--- src/rtl/modulator_pkg.sv ---
// Shared types and modulation-parameter word layout for the pulse modulator.
// The field order matches the UART modulation-parameter message decoder.
package modulator_pkg;

  typedef enum logic {
    ST_IDLE = 1'b0,
    ST_SEND = 1'b1
  } state_e;

  // mod_params is MOD_NUM_FIELDS fields of CTR_W bits each
  localparam int MOD_PW_FIELD   = 0;
  localparam int MOD_BP_FIELD   = 1;
  localparam int MOD_NUM_FIELDS = 2;

endpackage

--- src/rtl/modulator_slot_timer.sv ---
// Slot and bit-index counters for the modulator; flags the last cycle of each
// slot and the last cycle of the last slot in a byte.
module modulator_slot_timer #(
  parameter int DATA_W = 8,
  parameter int CTR_W  = 16
) (
  input  logic             clk,
  input  logic             rst,
  input  logic             start_i,
  input  logic             run_i,
  input  logic [CTR_W-1:0] bit_period_i,
  output logic [CTR_W-1:0] slot_cnt_d_o,
  output logic             slot_last_o,
  output logic             byte_last_o
);

  localparam int IDX_W = (DATA_W > 1) ? $clog2(DATA_W) : 1;

  logic [CTR_W-1:0] slot_cnt_q, slot_cnt_d;
  logic [IDX_W-1:0] bit_idx_q, bit_idx_d;

  always_comb begin
    slot_last_o = run_i && (slot_cnt_q == (bit_period_i - CTR_W'(1)));
    byte_last_o = slot_last_o && (bit_idx_q == IDX_W'(DATA_W - 1));
    slot_cnt_d  = slot_cnt_q;
    bit_idx_d   = bit_idx_q;
    // A new acceptance restarts the byte even on the last cycle of the previous one
    if (start_i) begin
      slot_cnt_d = '0;
      bit_idx_d  = '0;
    end else if (slot_last_o) begin
      slot_cnt_d = '0;
      bit_idx_d  = byte_last_o ? '0 : bit_idx_q + IDX_W'(1);
    end else if (run_i) begin
      slot_cnt_d = slot_cnt_q + CTR_W'(1);
    end
  end

  assign slot_cnt_d_o = slot_cnt_d;

  always_ff @(posedge clk or posedge rst) begin
    if (rst) begin
      slot_cnt_q <= '0;
      bit_idx_q  <= '0;
    end else begin
      slot_cnt_q <= slot_cnt_d;
      bit_idx_q  <= bit_idx_d;
    end
  end

endmodule

--- src/rtl/modulator.sv ---
// On-off-keyed pulse modulator: serialises accepted bytes LSB-first, one
// bit_period slot per bit, with a pulse_width pulse at the start of each '1' slot.
module modulator
  import modulator_pkg::*;
#(
  parameter int DATA_W = 8,
  parameter int CTR_W  = 16
) (
  input  logic                            clk,
  input  logic                            reset,
  input  logic [MOD_NUM_FIELDS*CTR_W-1:0] mod_params,
  input  logic [DATA_W-1:0]               in_data,
  input  logic                            in_valid,
  output logic                            in_ready,
  output logic                            busy,
  output logic                            out
);

  state_e           state_q, state_d;
  logic [DATA_W-1:0] shift_q, shift_d;
  logic [CTR_W-1:0] pw_q, pw_d;
  logic [CTR_W-1:0] bp_q, bp_d;
  logic             out_q, out_d;

  logic [CTR_W-1:0] raw_pw, raw_bp, san_pw, san_bp;
  logic [CTR_W-1:0] slot_cnt_d;
  logic             slot_last, byte_last, accept;

  assign raw_pw = mod_params[MOD_PW_FIELD*CTR_W +: CTR_W];
  assign raw_bp = mod_params[MOD_BP_FIELD*CTR_W +: CTR_W];
  assign san_bp = (raw_bp == '0) ? CTR_W'(1) : raw_bp;
  assign san_pw = (raw_pw > san_bp) ? san_bp : raw_pw;

  assign in_ready = !reset && ((state_q == ST_IDLE) || byte_last);
  assign accept   = in_valid && in_ready;
  assign busy     = (state_q == ST_SEND);
  assign out      = out_q;

  modulator_slot_timer #(
    .DATA_W(DATA_W),
    .CTR_W (CTR_W)
  ) u_slot_timer (
    .clk         (clk),
    .rst         (reset),
    .start_i     (accept),
    .run_i       (state_q == ST_SEND),
    .bit_period_i(bp_q),
    .slot_cnt_d_o(slot_cnt_d),
    .slot_last_o (slot_last),
    .byte_last_o (byte_last)
  );

  always_comb begin
    state_d = state_q;
    shift_d = shift_q;
    pw_d    = pw_q;
    bp_d    = bp_q;
    if (accept) begin
      state_d = ST_SEND;
      shift_d = in_data;
      pw_d    = san_pw;
      bp_d    = san_bp;
    end else if (byte_last) begin
      state_d = ST_IDLE;
    end else if (slot_last) begin
      shift_d = shift_q >> 1;
    end
    // Output is computed from next-cycle state so the pin itself is a flop
    out_d = (state_d == ST_SEND) && shift_d[0] && (slot_cnt_d < pw_d);
  end

  always_ff @(posedge clk or posedge reset) begin
    if (reset) begin
      state_q <= ST_IDLE;
      shift_q <= '0;
      pw_q    <= '0;
      bp_q    <= CTR_W'(1);
      out_q   <= 1'b0;
    end else begin
      state_q <= state_d;
      shift_q <= shift_d;
      pw_q    <= pw_d;
      bp_q    <= bp_d;
      out_q   <= out_d;
    end
  end

endmodule

--- config.mk ---
export PLATFORM = sky130hd
export DESIGN_NAME = modulator
export DESIGN_NICKNAME = d
export VERILOG_FILES = /design/src/rtl/modulator_pkg.sv /design/src/rtl/modulator_slot_timer.sv /design/src/rtl/modulator.sv
export SDC_FILE = /design/constraint.sdc
export NUM_CORES = 1
export LEC_CHECK = 0
export ABC_AREA = 1
export ABC_CLOCK_PERIOD_IN_PS = 8200
export CAP_MARGIN = 10
export CORE_MARGIN = 2
export CORE_UTILIZATION = 57
export CTS_CLUSTER_SIZE = 14
export DETAILED_ROUTE_END_ITERATION = 10
export GPL_TIMING_DRIVEN = 0
export PLACE_DENSITY = 0.88
export SLEW_MARGIN = 5
export SYNTH_ARGS = -nofsm -noshare
export SYNTH_HDL_FRONTEND = slang
export SYNTH_SLANG_ARGS = --single-unit
--- constraint.sdc ---
create_clock -name clk -period 8.2 [get_ports clk]
set_clock_uncertainty 0.2 [all_clocks]
set_input_delay 2.05 -clock clk [delete_from_list [all_inputs] [get_ports clk]]
set_output_delay 2.05 -clock clk [all_outputs]
set_load 0.03 [all_outputs]
==> qor.yml <==
die_area_sq_um: 8430
post_cts_buffers: 0
slew_headroom_pct: 53.9
drt-total-wl_um: 10800
p_leak_nw: 2.87
num_io_pins: 46
syn_inst: 591
dp.cells: 739
drive_gt1_share_pct: 13.0
holdPathStages: 2
fin_crit_ns: 5.82
grt.overflow.total: 0
multi_input_area_sq_um: 2400
worstHoldStart: "u_slot_timer.bit_idx_q[1]"
setup_tns_ns: 0
ys_types: 40
routed-via-count: 4065
first_pass_iters: 5
avgSynthCellArea_sq_um: 7.44
drc: 0
yosys_warnings: 0
setup_viol: 0
hold_end: "u_slot_timer.bit_idx_q[1]"
vdd_ir_drop_max_mv: 0.0853
die_h_um: 91.8
ys.flop_type: "dfrtp_1"
grt_pass1_vias: 4067
fmax_mhz: 172
h-tree-depth: 3
nFillCells: 589
status: "finished, final reports clean"
async_flop_share_pct: 100
final_core_util_pct: 67.8
finalHoldWorstSlack_ns: 0.330
ys_top_cells_by_area: "dfrtp_1 (34%), nand2_1 (12%), ha_1 (10%)"
synth.most_common_cell: "nand2_1"
fp.coreArea_sq_um: 7610
yosysSeqAreaShare_pct: 34.8
area_growth_pct: 17.4
period_share_pct: 71.0
die_x_um: 91.8
final_cells: 754
syn-num-nets: 669
grt_pass1_wl_um: 18000
hpwlAfterDp_um: 8620
r2r_end: "out"
end_kind: "flip-flop"
vias_per_cell: 5.39
power_density_nw_per_um2: 116
start_kind: "primary input"
timing.rr.start: "bp_q[0]"
synth-edff-count: 0
cts_root_buffer: "clkbuf_8"
std_cell_rows: 32
hold_path_class: "reg -> reg"
antenna_found_initial: 0
synth_top_area_share_pct: 34.2
wl_per_cell_um: 14.3
grt_max_degree: 45
clock_latency_ns: 0.35
synth_top_cells_by_count: "nand2_1 (141), inv_1 (96), dfrtp_1 (60)"
rrSetupSlack_ns: 4.09
tightestPinTransition_ns: 0.691
cts_tree: "done"
crit_fanout: 10
rsz0062_at_grt: "no"
r2r_cells: 25
cts-resized-gates: 0
cts.path.max_buffers: 2
syn_area_sq_um: 4400
drv_cap: 0
antenna_cells: 0
ant_nets: 0
hold_viol_final: 0
crit_required_ns: 8.28
io_buffers: 45
cp.arrival_ns: 5.90
grtUsageTotal_pct: 26.9
clk_pin_slew_ns: 0.08
synth_area_leader_cell: "dfrtp_1"
start_util_pct: 57.8
postCtsHoldBufs: 0
critical_path_class: "in -> reg"
cts_buffers: 9
setup_ws_ns: 2.38
maxSlewViolCount: 0
ff_latch_area_sq_um: 1530
ys_seq_elements: 61
numClockSinks: 61
pre_cts_ws_ns: 2.11
nets: 726
initialDrtViolationCount: 206
place.gp.congestion: 0.811
[critical path, cell delays in order]
cell             delay (ns)
clkdlybuf4s50_1        0.45
inv_1                  0.09
nand4_1                0.11
nor2_1                 0.08
a21oi_1                0.29
inv_1                  0.09
ha_1                   0.19
nor2_1                 0.10
nor2_1                 0.04
o21ai_0                0.16
nand2_1                0.07
o211ai_1               0.09
nand2_1                0.07
nand2_1                0.08
nand2_1                0.09
clkbuf_1               0.26
nand2_1                0.11
o21ai_0                0.10
o21ai_2                0.19
ha_1                   0.28
a21oi_1                0.21
nor2_1                 0.07
a211oi_1               0.29
o2111ai_1              0.19
a21oi_2                0.14
[cell families after synthesis]
family	share of synthesized area, %
and+or+nand+nor	28.7
buffers and inverters	10.6
AOI/OAI and AO/OA	12.0
DFF	34.8
adders and majority gates	9.96
xor gates and xnor gates	3.99
[where the power goes]
group          internal [mW]  switching (mW)
Clock                  0.114           0.115
Combinational         0.0309          0.0378
Sequential             0.301               0
[per-layer routing]
layer  wire [um]  part of all wire [%]  track usage, %  up-vias
li1            -                     -               -     2001
met1        4650                    43            32.7     1908
met2        5390                    50            46.4      124
met3         408                   3.8            3.86       32
met4         362                   3.3            14.1        0
met5           0                     0               0        -
[cells in the final DEF, fill, tap and decap left out, types with 4 or more instances in the layout]
| cell type | count |
|---|---|
| dfrtp_1 | 60 |
| xnor2_1 | 6 |
| ha_1 | 35 |
| nor2_2 | 7 |
| nand4_1 | 7 |
| nand3b_1 | 5 |
| o21ai_0 | 40 |
| clkbuf_8 | 10 |
| nand2_1 | 141 |
| nor2_1 | 43 |
| clkbuf_1 | 7 |
| clkinv_2 | 4 |
| inv_2 | 6 |
| nor3_1 | 4 |
| nand3_1 | 30 |
| xor2_1 | 14 |
| a21oi_1 | 13 |
| nand2_2 | 6 |
| inv_1 | 95 |
| o21ai_2 | 14 |
| or2_2 | 17 |
| clkdlybuf4s50_1 | 45 |
| o221ai_1 | 6 |
| buf_2 | 5 |
[state kept, by name, summed over array words and instances (netlist names)]
name / cells
u_slot_timer.slot_cnt_q: 16
u_slot_timer.bit_idx_q: 3
out: 1
shift_q: 8
pw_q: 16
busy: 1
bp_q: 16
[area by class of cell]
type / count / share of cell area (%)
Multi-Input combinational cell: 414 / 46.6
Sequential cell: 61 / 29.6
Timing Repair Buffer: 46 / 9.12
Inverter: 102 / 7.52
Clock buffer: 10 / 2.67
Tap cell: 102 / 2.47
Buffer: 14 / 1.50
Clock inverter: 5 / 0.534
[worst max path at each step]
stage	endpoint	slack, ns	cells past startpoint	start
2_1_floorplan	out	2.87	14	reset
3_3_place_gp	out	1.75	14	reset
3_5_place_dp	out	2.11	25	mod_params[30]
4_1_cts	out	2.44	25	mod_params[30]
5_1_grt	out	2.05	25	mod_params[19]
6_report	out	2.38	25	mod_params[30]
[per-stage QoR]
| stage | area [sq um] | power, mW |
|---|---|---|
| 4_1_cts | 5160 | 0.599 |
| 6_report | 5160 | 0.599 |
| 3_5_place_dp | 4990 | 0.375 |
| 3_3_place_gp | 4970 | 0.370 |
| 5_1_grt | 5160 | 0.620 |
| 2_1_floorplan | 4400 | 0.340 |
Power figures use the tool's default switching activity.
